--- src/rtl/fir_pkg.sv ---
// fir_pkg: shared types and constants for the FIR MAC engine.
// Holds the FSM state enum, accumulator width and saturation limits.
package fir_pkg;

  localparam int FIR_DSIZE = 16;
  localparam int FIR_TSIZE = 6;
  localparam int FIR_TAPS  = 1 << FIR_TSIZE;
  localparam int ACC_W     = 2 * FIR_DSIZE + FIR_TSIZE;

  typedef enum logic [1:0] {
    IDLE,
    MAC,
    DRAIN,
    OUT
  } state_t;

  // Signed DSIZE-bit range limits, used when clamping the result.
  function automatic longint sat_hi(input int d);
    return (longint'(1) << (d - 1)) - 1;
  endfunction

  function automatic longint sat_lo(input int d);
    return -(longint'(1) << (d - 1));
  endfunction

endpackage

--- src/rtl/fir_mac_engine_if.sv ---
// fir_mac_engine_if: filtered-sample valid/ready output stream.
// Ports: dout, out_valid (master->slave), out_ready (slave->master).
interface fir_mac_engine_if #(
  parameter int DSIZE = 16
);

  logic [DSIZE-1:0] dout;
  logic             out_valid;
  logic             out_ready;

  modport master (
    output dout,
    output out_valid,
    input  out_ready
  );

  modport slave (
    input  dout,
    input  out_valid,
    output out_ready
  );

endinterface

--- src/rtl/fir_sample_ring.sv ---
// fir_sample_ring: TAPS x DSIZE circular sample history with head pointer.
// Ports: clk, rst_n, we/wdata (write at head), adv (head+1), k -> rd_q.
module fir_sample_ring
  import fir_pkg::*;
#(
  parameter int DSIZE = FIR_DSIZE,
  parameter int TAPS  = FIR_TAPS,
  parameter int TSIZE = FIR_TSIZE
) (
  input  logic             clk,
  input  logic             rst_n,
  input  logic             we,
  input  logic [DSIZE-1:0] wdata,
  input  logic             adv,
  input  logic [TSIZE-1:0] k,
  output logic [DSIZE-1:0] rd_q
);

  logic [DSIZE-1:0] hist [TAPS];
  logic [TSIZE-1:0] head;

  // head - k wraps naturally in TSIZE bits.
  always_ff @(posedge clk or negedge rst_n) begin
    if (!rst_n) begin
      head <= '0;
      rd_q <= '0;
      for (int i = 0; i < TAPS; i++) begin
        hist[i] <= '0;
      end
    end else begin
      if (we) begin
        hist[head] <= wdata;
      end
      if (adv) begin
        head <= head + TSIZE'(1);
      end
      rd_q <= hist[head - k];
    end
  end

endmodule

--- src/rtl/fir_mac_engine.sv ---
// fir_mac_engine: time-multiplexed TAPS-tap FIR on a FIFO read side.
// Ports: rclk, rrst_n, rdata/rempty/rinc, coef_*, busy, out (if master).
// Build option FIR_SATURATE_EN clamps dout instead of wrapping.
module fir_mac_engine
  import fir_pkg::*;
#(
  parameter int DSIZE = FIR_DSIZE,
  parameter int TAPS  = FIR_TAPS,
  parameter int TSIZE = FIR_TSIZE
) (
  input  logic             rclk,
  input  logic             rrst_n,
  input  logic [DSIZE-1:0] rdata,
  input  logic             rempty,
  output logic             rinc,
  input  logic             coef_we,
  input  logic [TSIZE-1:0] coef_addr,
  input  logic [DSIZE-1:0] coef_wdata,
  output logic             busy,
  fir_mac_engine_if.master out
);

  localparam int AW = 2 * DSIZE + TSIZE;

  state_t state;
  state_t state_nxt;

  logic [TSIZE-1:0] k;
  logic             dcnt;
  logic             issue;
  logic             pop;
  logic             last_tap;
  logic             xfer;

  logic        [DSIZE-1:0]   h [TAPS];
  logic signed [DSIZE-1:0]   coef_q;
  logic signed [DSIZE-1:0]   samp_q;
  logic                      rd_v;
  logic signed [2*DSIZE-1:0] prod;
  logic                      prod_v;
  logic signed [AW-1:0]      acc;
  logic        [DSIZE-1:0]   res;

  assign pop      = (state == IDLE) && !rempty;
  assign last_tap = (k == TSIZE'(TAPS - 1));
  assign xfer     = out.out_valid && out.out_ready;

  always_ff @(posedge rclk or negedge rrst_n) begin
    if (!rrst_n) begin
      state <= IDLE;
    end else begin
      state <= state_nxt;
    end
  end

  always_comb begin
    state_nxt = state;
    unique case (state)
      IDLE:    if (!rempty)  state_nxt = MAC;
      MAC:     if (last_tap) state_nxt = DRAIN;
      DRAIN:   if (dcnt)     state_nxt = OUT;
      OUT:     if (xfer)     state_nxt = IDLE;
      default:               state_nxt = IDLE;
    endcase
  end

  always_comb begin
    rinc  = 1'b0;
    busy  = 1'b1;
    issue = 1'b0;
    unique case (state)
      IDLE: begin
        busy = 1'b0;
        rinc = !rempty;
      end
      MAC:     issue = 1'b1;
      default: ;
    endcase
  end

  fir_sample_ring #(
    .DSIZE (DSIZE),
    .TAPS  (TAPS),
    .TSIZE (TSIZE)
  ) u_ring (
    .clk   (rclk),
    .rst_n (rrst_n),
    .we    (pop),
    .wdata (rdata),
    .adv   (xfer),
    .k     (k),
    .rd_q  (samp_q)
  );

  // Writes only land when idle and not popping.
  always_ff @(posedge rclk or negedge rrst_n) begin
    if (!rrst_n) begin
      for (int i = 0; i < TAPS; i++) begin
        h[i] <= '0;
      end
    end else if (coef_we && state == IDLE && rempty) begin
      h[coef_addr] <= coef_wdata;
    end
  end

  // Pipeline: read regs -> product reg -> accumulate.
  always_ff @(posedge rclk or negedge rrst_n) begin
    if (!rrst_n) begin
      k      <= '0;
      dcnt   <= 1'b0;
      coef_q <= '0;
      rd_v   <= 1'b0;
      prod   <= '0;
      prod_v <= 1'b0;
      acc    <= '0;
    end else begin
      if (issue) begin
        k <= k + TSIZE'(1);
      end
      if (state == DRAIN) begin
        dcnt <= ~dcnt;
      end
      coef_q <= h[k];
      rd_v   <= issue;
      prod   <= coef_q * samp_q;
      prod_v <= rd_v;
      if (pop) begin
        acc <= '0;
      end else if (prod_v) begin
        acc <= acc + AW'(prod);
      end
    end
  end

`ifdef FIR_SATURATE_EN
  localparam int SW = AW - (DSIZE - 1);
  localparam logic signed [SW-1:0] HI = SW'(sat_hi(DSIZE));
  localparam logic signed [SW-1:0] LO = SW'(sat_lo(DSIZE));

  logic signed [SW-1:0] shifted;
  assign shifted = acc[AW-1:DSIZE-1];

  always_comb begin
    res = shifted[DSIZE-1:0];
    if (shifted > HI) begin
      res = HI[DSIZE-1:0];
    end else if (shifted < LO) begin
      res = LO[DSIZE-1:0];
    end
  end
`else
  assign res = acc[2*DSIZE-2:DSIZE-1];
`endif

  // Result is latched on the first OUT cycle, after the last add.
  always_ff @(posedge rclk or negedge rrst_n) begin
    if (!rrst_n) begin
      out.out_valid <= 1'b0;
      out.dout      <= '0;
    end else if (state == OUT && !out.out_valid) begin
      out.out_valid <= 1'b1;
      out.dout      <= res;
    end else if (xfer) begin
      out.out_valid <= 1'b0;
    end
  end

endmodule

--- src/flat_wrapper.sv ---
// flat-port wrapper written by rule: the top's interface ports become plain ports
module fir_mac_engine_flat import fir_pkg::*;
#(
  parameter int DSIZE = FIR_DSIZE,
  parameter int TAPS  = FIR_TAPS,
  parameter int TSIZE = FIR_TSIZE
)
  (rclk, rrst_n, rdata, rempty, rinc, coef_we, coef_addr, coef_wdata, busy, out_dout, out_out_valid, out_out_ready);
  fir_mac_engine_if #(.DSIZE(DSIZE)) out_i ();
  input  logic rclk;
  input  logic rrst_n;
  input  logic [DSIZE-1:0] rdata;
  input  logic rempty;
  output logic rinc;
  input  logic coef_we;
  input  logic [TSIZE-1:0] coef_addr;
  input  logic [DSIZE-1:0] coef_wdata;
  output logic busy;
  output wire logic [$bits(out_i.dout)-1:0] out_dout;
  output wire logic [$bits(out_i.out_valid)-1:0] out_out_valid;
  input wire logic [$bits(out_i.out_ready)-1:0] out_out_ready;
  assign out_dout = out_i.dout;
  assign out_out_valid = out_i.out_valid;
  assign out_i.out_ready = out_out_ready;
  fir_mac_engine #(.DSIZE(DSIZE), .TAPS(TAPS), .TSIZE(TSIZE)) u_core (.rclk(rclk), .rrst_n(rrst_n), .rdata(rdata), .rempty(rempty), .rinc(rinc), .coef_we(coef_we), .coef_addr(coef_addr), .coef_wdata(coef_wdata), .busy(busy), .out(out_i));
endmodule
--- config.mk ---
export PLATFORM = sky130hd
export DESIGN_NAME = fir_mac_engine_flat
export DESIGN_NICKNAME = d
export VERILOG_FILES = /design/src/rtl/fir_pkg.sv /design/src/rtl/fir_mac_engine_if.sv /design/src/rtl/fir_sample_ring.sv /design/src/rtl/fir_mac_engine.sv /design/src/flat_wrapper.sv
export SDC_FILE = /design/constraint.sdc
export NUM_CORES = 2
export LEC_CHECK = 0
export ABC_AREA = 0
export CORE_ASPECT_RATIO = 0.9
export CORE_UTILIZATION = 50
export CTS_CLUSTER_DIAMETER = 120
export DETAILED_ROUTE_END_ITERATION = 10
export PLACE_DENSITY_LB_ADDON = 0.1
export SLEW_MARGIN = 20
export SYNTH_ARGS = -nofsm -noshare
export SYNTH_HDL_FRONTEND = slang
export SYNTH_SLANG_ARGS = --single-unit
--- constraint.sdc ---
create_clock -name rclk -period 6.2 [get_ports rclk]
set_input_delay 0.62 -clock rclk [delete_from_list [all_inputs] [get_ports rclk]]
set_output_delay 0.62 -clock rclk [all_outputs]
set_load 0.01 [all_outputs]
# Yosys cells after proc, flatten, opt, wreduce, memory -nomap -nowiden

Index checks and enable logic that the tools add are counted.

Flip-flop bits (word level): 2,184
Bits in latches: 0
Memory bits (writable): 0
Memory bits (read-only): 0
Bits of input ports: 43
Output and inout bits: 19
Word-level logic and storage cells: 201
Memories kept: 0

$add $sub $neg: 4
Multipliers: 1
Div/mod/pow operators: 0
Order comparisons: 6
Eq/ne operators: 8
Shifts and indexed selects: 0
Mux-type cells: 24
Bitwise operators: 5
Reduce and logical (&&, ||, !) cells: 13

Operators with widths:

| operator                                                  | count |
|---|---|
| bitwise mux 1024 bit                                      | 2 |
| binary-select mux 16 bit (select 6 bit)                   | 2 |
| demux 16 bit (select 6 bit)                               | 2 |
| two-way mux 16 bit                                        | 6 |
| two-way mux 38 bit                                        | 2 |
| adder 38 x 32 -> 38 bit                                   | 1 |
| multiplier 16 x 16 -> 32 bit                              | 1 |
| greater-or-equal comparator 7 bit (second input constant) | 4 |
| inverter 6 -> 7 bit                                       | 4 |
| < comparator 7 x 1 -> 1 bit (second input constant)       | 2 |
| adder 6 x 1 -> 6 bit (second input constant)              | 2 |
| two-way mux 2 bit                                         | 4 |
| case mux 2 bit (4 select lines)                           | 1 |
| logical AND 1 bit                                         | 7 |
| == test 6 bit (second input constant)                     | 1 |
| subtractor 6 bit                                          | 1 |
| two-way mux 1 bit                                         | 5 |
| == test 2 bit (second input constant)                     | 2 |
| inequality test 2 x 1 -> 1 bit (second input constant)    | 2 |
| inequality test 2 bit (second input constant)             | 2 |
| AND reduction 4 bit                                       | 1 |
| nonzero test 2 bit                                        | 2 |
| == test 2 x 1 -> 1 bit (second input constant)            | 1 |
| logical NOT 1 bit                                         | 2 |
| 2 further kinds                                           | 2 |

# Depth between registers and ports, before layout

Depth after elaboration: 6
Gate-level depth with buffers: 24
Mapped depth without buffers: 21

# Modules after synthesis

Synthesis repeated with hierarchy kept, for this count alone.

Cell total of the unflattened synthesis: 7,225
Area, all modules: 109,191.0 um2

By module, submodules not included:

| module          | instances | cells each | area an instance (um2) | sequential area each (um2) |
|---|---|---|---|---|
| fir_mac_engine  | 1         | 4,242      | 60,798.3               | 28,277.1 |
| fir_sample_ring | 1         | 2,983      | 48,392.7               | 26,175.1 |

# Least setup slack after synthesis

Ideal clock, no wire load.

Kind: register -> register
From: register u_core.coef_q[15]
To: register u_core.prod[29]
Library setup time: 0.080 ns
Arrival time: 5.930 ns
Required time: 6.120 ns
Setup slack: 0.191 ns
Stages on the path, launching flop included: 24
Buffers on the path: 2
Period minus slack after synthesis: 6.009 ns
Cells stage by stage: dfrtp_1 > clkbuf_1 > clkbuf_1 > nand2_1 > inv_1 > fa_1 > inv_1 > fa_1 > inv_1 > fa_1 > fa_1 > fa_1 > inv_1 > fa_1 > inv_1 > ha_1 > nor2_1 > nor2_1 > a31oi_1 > nor2b_1 > a2111o_1 > a31o_1 > a21oi_2 > xnor2_1

Word-level cells in the longest chain between the ends: 1

Ends and longest elaborated chain:

| item                         | RTL line              | text |
|---|---|---|
| start: declaration           | fir_mac_engine.sv:36  | `logic signed [DSIZE-1:0] coef_q;` |
| start signal: assignment     | fir_mac_engine.sv:123 | `coef_q <= h[k];` |
| multiplier 16 x 16 -> 32 bit | fir_mac_engine.sv:125 | `prod <= coef_q * samp_q;` |
| end signal: assignment       | fir_mac_engine.sv:125 |  |
| end: declaration             | fir_mac_engine.sv:39  | `logic signed [2*DSIZE-1:0] prod;` |

No other way between the ends.
A chain may end at the register's enable or synchronous reset.

# Worst setup path after layout

From: register u_core.u_ring.rd_q[4]
To: register u_core.prod[29]

Word-level cells in the longest chain between the ends: 1

Ends and longest elaborated chain:

| item                         | RTL line              | text |
|---|---|---|
| start: declaration           | fir_sample_ring.sv:16 | `output logic [DSIZE-1:0] rd_q` |
| start signal: assignment     | fir_sample_ring.sv:37 | `rd_q <= hist[head - k];` |
| multiplier 16 x 16 -> 32 bit | fir_mac_engine.sv:125 |  |

No other way between the ends.

==> results.md <==
* Outcome: completed
* Leakage power at 0.0585 uW
* Cell Rows at 161
* CP Launch Type: flip-flop
* Vias per Instance at 5.98
* Bufs and invs on worst path at 6
* Kind of critical path: reg -> reg
* Final setup TNS at 0 ns
* EDFF count, synth at 0
* Worst path max stage delay at 0.53 ns
* Hold WC Path Type: reg -> reg
* CTS tree: built
* H-tree Lvls at 4
* CTS Root Cell: clkbuf_16
* First-pass DRT Iterations at 5
* Final setup fails at 0
* Synth async-reset ratio at 100%
* Clk slew on worst S/H paths at 0.06 ns
* HPWL Detailed at 168,000 um
* Initial core utilization at 50.4%
* Setup WS post-layout at 0.258 ns
* Relative slew slack at 21.9%
* Clk pwr share at 48.7%
* CTS sink cnt at 2,176
* Largest family of logic cells by synthesized area: multiplexers
* First-pass GRT wire length at 419,000 um
* Top FF cell, synth: dfrtp_1
* Total CTS buffers at 225
* Crit path max fanout at 6
* Vias in the first global route at 63.9k
* Maxcap violations at 0
* Pre-CTS setup slack at 0.0873 ns
* Routability cong. at 0.840
* Most used cell, CP: fa_1
* Crit. End Element: flip-flop
* Net Sw Frac at 22.2%
* Post-Synth XOR/XNOR Area at 0.566%
* Unrepaired setup endpoints after global routing: false
* Crit path time final at 5.94 ns
* Crit-path leading delay family: adder cells
* Power Density at 239 nW/um2
* Final Hold Violating Endpoints at 0
* IO Port Bufs at 61
* Initial antenna violation count at 13
* DRC errors left at 0
* Worst-case clock buffer depth at 3
* CP cell instances: buf_4 -> and2_1 -> fa_1 -> inv_1 -> fa_1 -> fa_1 -> inv_1 -> fa_1 -> fa_1 -> inv_1 -> fa_1 -> inv_1 -> ha_4 -> buf_4 -> and3_1 -> and3_1 -> and3_1 -> a2111o_1 -> a31o_1 -> a21oi_2 -> xnor2_1
* Synth Register Bits at 2,176
* Post-Synthesis Cells at 7,123
* Required time worst endpoint at 6.94 ns
* Area Growth Syn to Fin at 11.3%
* Mean Syn Cell Area at 15.2 um2
* Layout cells sized above 1 at 47.9%
* Total grt overflow at 0
* Crit share post-route at 95.8%
* DRT iter0 DRCs at 4,437
* Post-synth cell types at 74
* Synth warnings at 0
* Post-synthesis mux area share at 35.4%
* Max-slew violations at 0
* Synth Area in Adders at 6.18%
* Simple-Gate Fraction of Synth Area at 2.89%
* GRT Total Usage at 25.5%
* Syn nets at 7,546
* Post-synthesis cell area at 108,000 um2
* Net Sw Power at 6410 uW
* Critical path's slowest cell: fa_1
* Core area at 215,000 um2
* Max IR drop VDD at 0.247 mV
* Compound-Gate Fraction of Synth Area at 1.33%
* DRT Wirelength at 272,000 um
* Total die area at 218,000 um2
* Fill cells at 17.1k
* Worst skew pair latency at 0.87 ns
* Seq pwr share at 49.3%
* Max Clock Freq at 168 MHz
* Critical Path AT at 6.68 ns
* P_int at 22,400 uW
* Ports at 62
* Slew @ Worst Pin at 1.16 ns
* Post-detailed-route wirelength per cell at 26.7 um
* Clk_skew at 0.0697 ns
* Sequential fraction of the synthesis area at 50.3%
* Final net count at 7,536
* Combinational share of power at 2.1%
* Final ANT Viol Nets at 0
* DR vias at 60.8k
* Die H at 443 um
* Chip width at 492 um
* Pin count of the biggest net entering global routing at 185
[final cells by class]
cell class	instances	area, um2	share of cell area [%]
multi-input combinational	4059	50400	41.9
clock inverter	79	1080	0.901
antenna	7	17.5	0.0145
tap	2852	3570	2.96
clock buffer	346	6740	5.59
inverter	309	1160	0.965
timing repair buffer	342	2970	2.47
sequential	2176	54500	45.2
[placed cells by master, fill, tap and decap left out, types with 38 or more instances in the layout]
| cell type | instances |
|---|---|
| xnor2_1 | 51 |
| nor2_2 | 45 |
| fa_1 | 255 |
| nor2_1 | 107 |
| clkinv_2 | 38 |
| clkbuf_16 | 225 |
| mux4_2 | 656 |
| and2_1 | 123 |
| buf_4 | 249 |
| ha_1 | 118 |
| a21oi_1 | 69 |
| nand2_1 | 209 |
| mux2_2 | 2056 |
| clkbuf_1 | 56 |
| inv_1 | 304 |
| clkbuf_8 | 65 |
| dfrtp_1 | 2160 |
[cells by family after synthesis]
logic type | after synthesis
xor gates and xnor gates | 69
and+or+nand+nor | 639
buffers and inverters | 888
AOI/OAI and AO/OA | 219
muxes | 2752
adders and majority gates | 380
DFF | 2176
[synthesized netlist by cell type, drive strengths merged (3+ instances only)]
library cell / count / area [um2]
dfrtp: 2176 / 54500
mux2: 2066 / 23300
mux4: 656 / 14800
clkbuf: 391 / 1470
inv: 308 / 1160
fa: 258 / 5160
nand2: 215 / 807
buf: 188 / 901
nor2: 152 / 591
and2: 125 / 782
ha: 122 / 1530
a21oi: 72 / 364
xnor2: 55 / 489
o21ai: 38 / 190
mux2i: 30 / 300
a211oi: 26 / 195
nor2b: 24 / 150
nand3: 22 / 110
nor3: 22 / 115
a21o: 17 / 128
nand2b: 16 / 100
xor2: 14 / 123
nand4: 11 / 68.8
o21a: 9 / 67.6
o21bai: 9 / 67.6
and3: 8 / 50.1
o211ai: 8 / 60.1
or3: 8 / 50.1
nor4: 7 / 68.8
nand3b: 6 / 45.0
o22ai: 6 / 37.5
a31oi: 5 / 37.5
nor3b: 5 / 37.5
and3b: 4 / 35.0
o31a: 4 / 35.0
or2: 4 / 25.0
a211o: 3 / 26.3
nand4b: 3 / 26.3
[routing by layer]
| metal | GRT usage [%] | routed length, um |
|---|---|---|
| met3 | 3.59 | 12500 |
| met2 | 38.5 | 125000 |
| met5 | 0 | 13 |
| met4 | 5.53 | 5270 |
| met1 | 39.4 | 129000 |
[stage by stage]
| step | total power [uW] | hold WS (ns) | instance area [um2] | util [%] | std cells |
|---|---|---|---|---|---|
| global route | 29800 | 0.349 | 120000 | 56.1 | 10200 |
| global placement | 15100 | 0.337 | 112000 | 52.4 | 9729 |
| finish | 28800 | 0.355 | 120000 | 56.1 | 10200 |
| floorplan | 14600 | 0.324 | 108000 | - | 7123 |
| CTS | 29200 | 0.296 | 120000 | 56.1 | 10200 |
| detailed placement | 15100 | 0.344 | 112000 | 52.4 | 9731 |
[power groups by stage]
stage / sequential, uW / combinational (uW) / clock (uW)
floorplan: 14500 / 160 / 0
global placement: 14500 / 593 / 0
detailed placement: 14500 / 610 / 0
CTS: 14200 / 612 / 14400
global route: 14200 / 676 / 14900
finish: 14200 / 596 / 14000
[final timing paths]
path | from | endpoint | slack (ns) | depth (start not counted)
max | u_core.u_ring.rd_q[4] | u_core.prod[29] | 0.26 | 21
min | u_core.rd_v | u_core.prod_v | 0.35 | 0
max reg2reg | u_core.u_ring.rd_q[4] | u_core.prod[29] | 0.26 | 21
min reg2reg | u_core.rd_v | u_core.prod_v | 0.35 | 0
max in group asynchronous | rrst_n | u_core.u_ring.hist[832] | 4.06 | 5
min in group asynchronous | rrst_n | u_core.acc[23] | 0.36 | 2
[registers in the layout (all words and copies together), names as in the netlist, 2 cells and up]
| signal | cells |
|---|---|
| u_core.h | 1024 |
| u_core.u_ring.rd_q | 16 |
| u_core.u_ring.head | 6 |
| u_core.out.dout | 16 |
| u_core.k | 6 |
| u_core.acc | 31 |
| u_core.state | 2 |
| u_core.prod | 31 |
| u_core.u_ring.hist | 1024 |
| u_core.coef_q | 16 |
[timing repair]
item,in CTS,in global routing
resized for setup,0,31
hold buffers,1,0
endpoints found under the hold margin,76,0
setup buffers,0,5
endpoints found under the setup margin,0,5
Note: power is estimated with default switching activity, not from simulation.
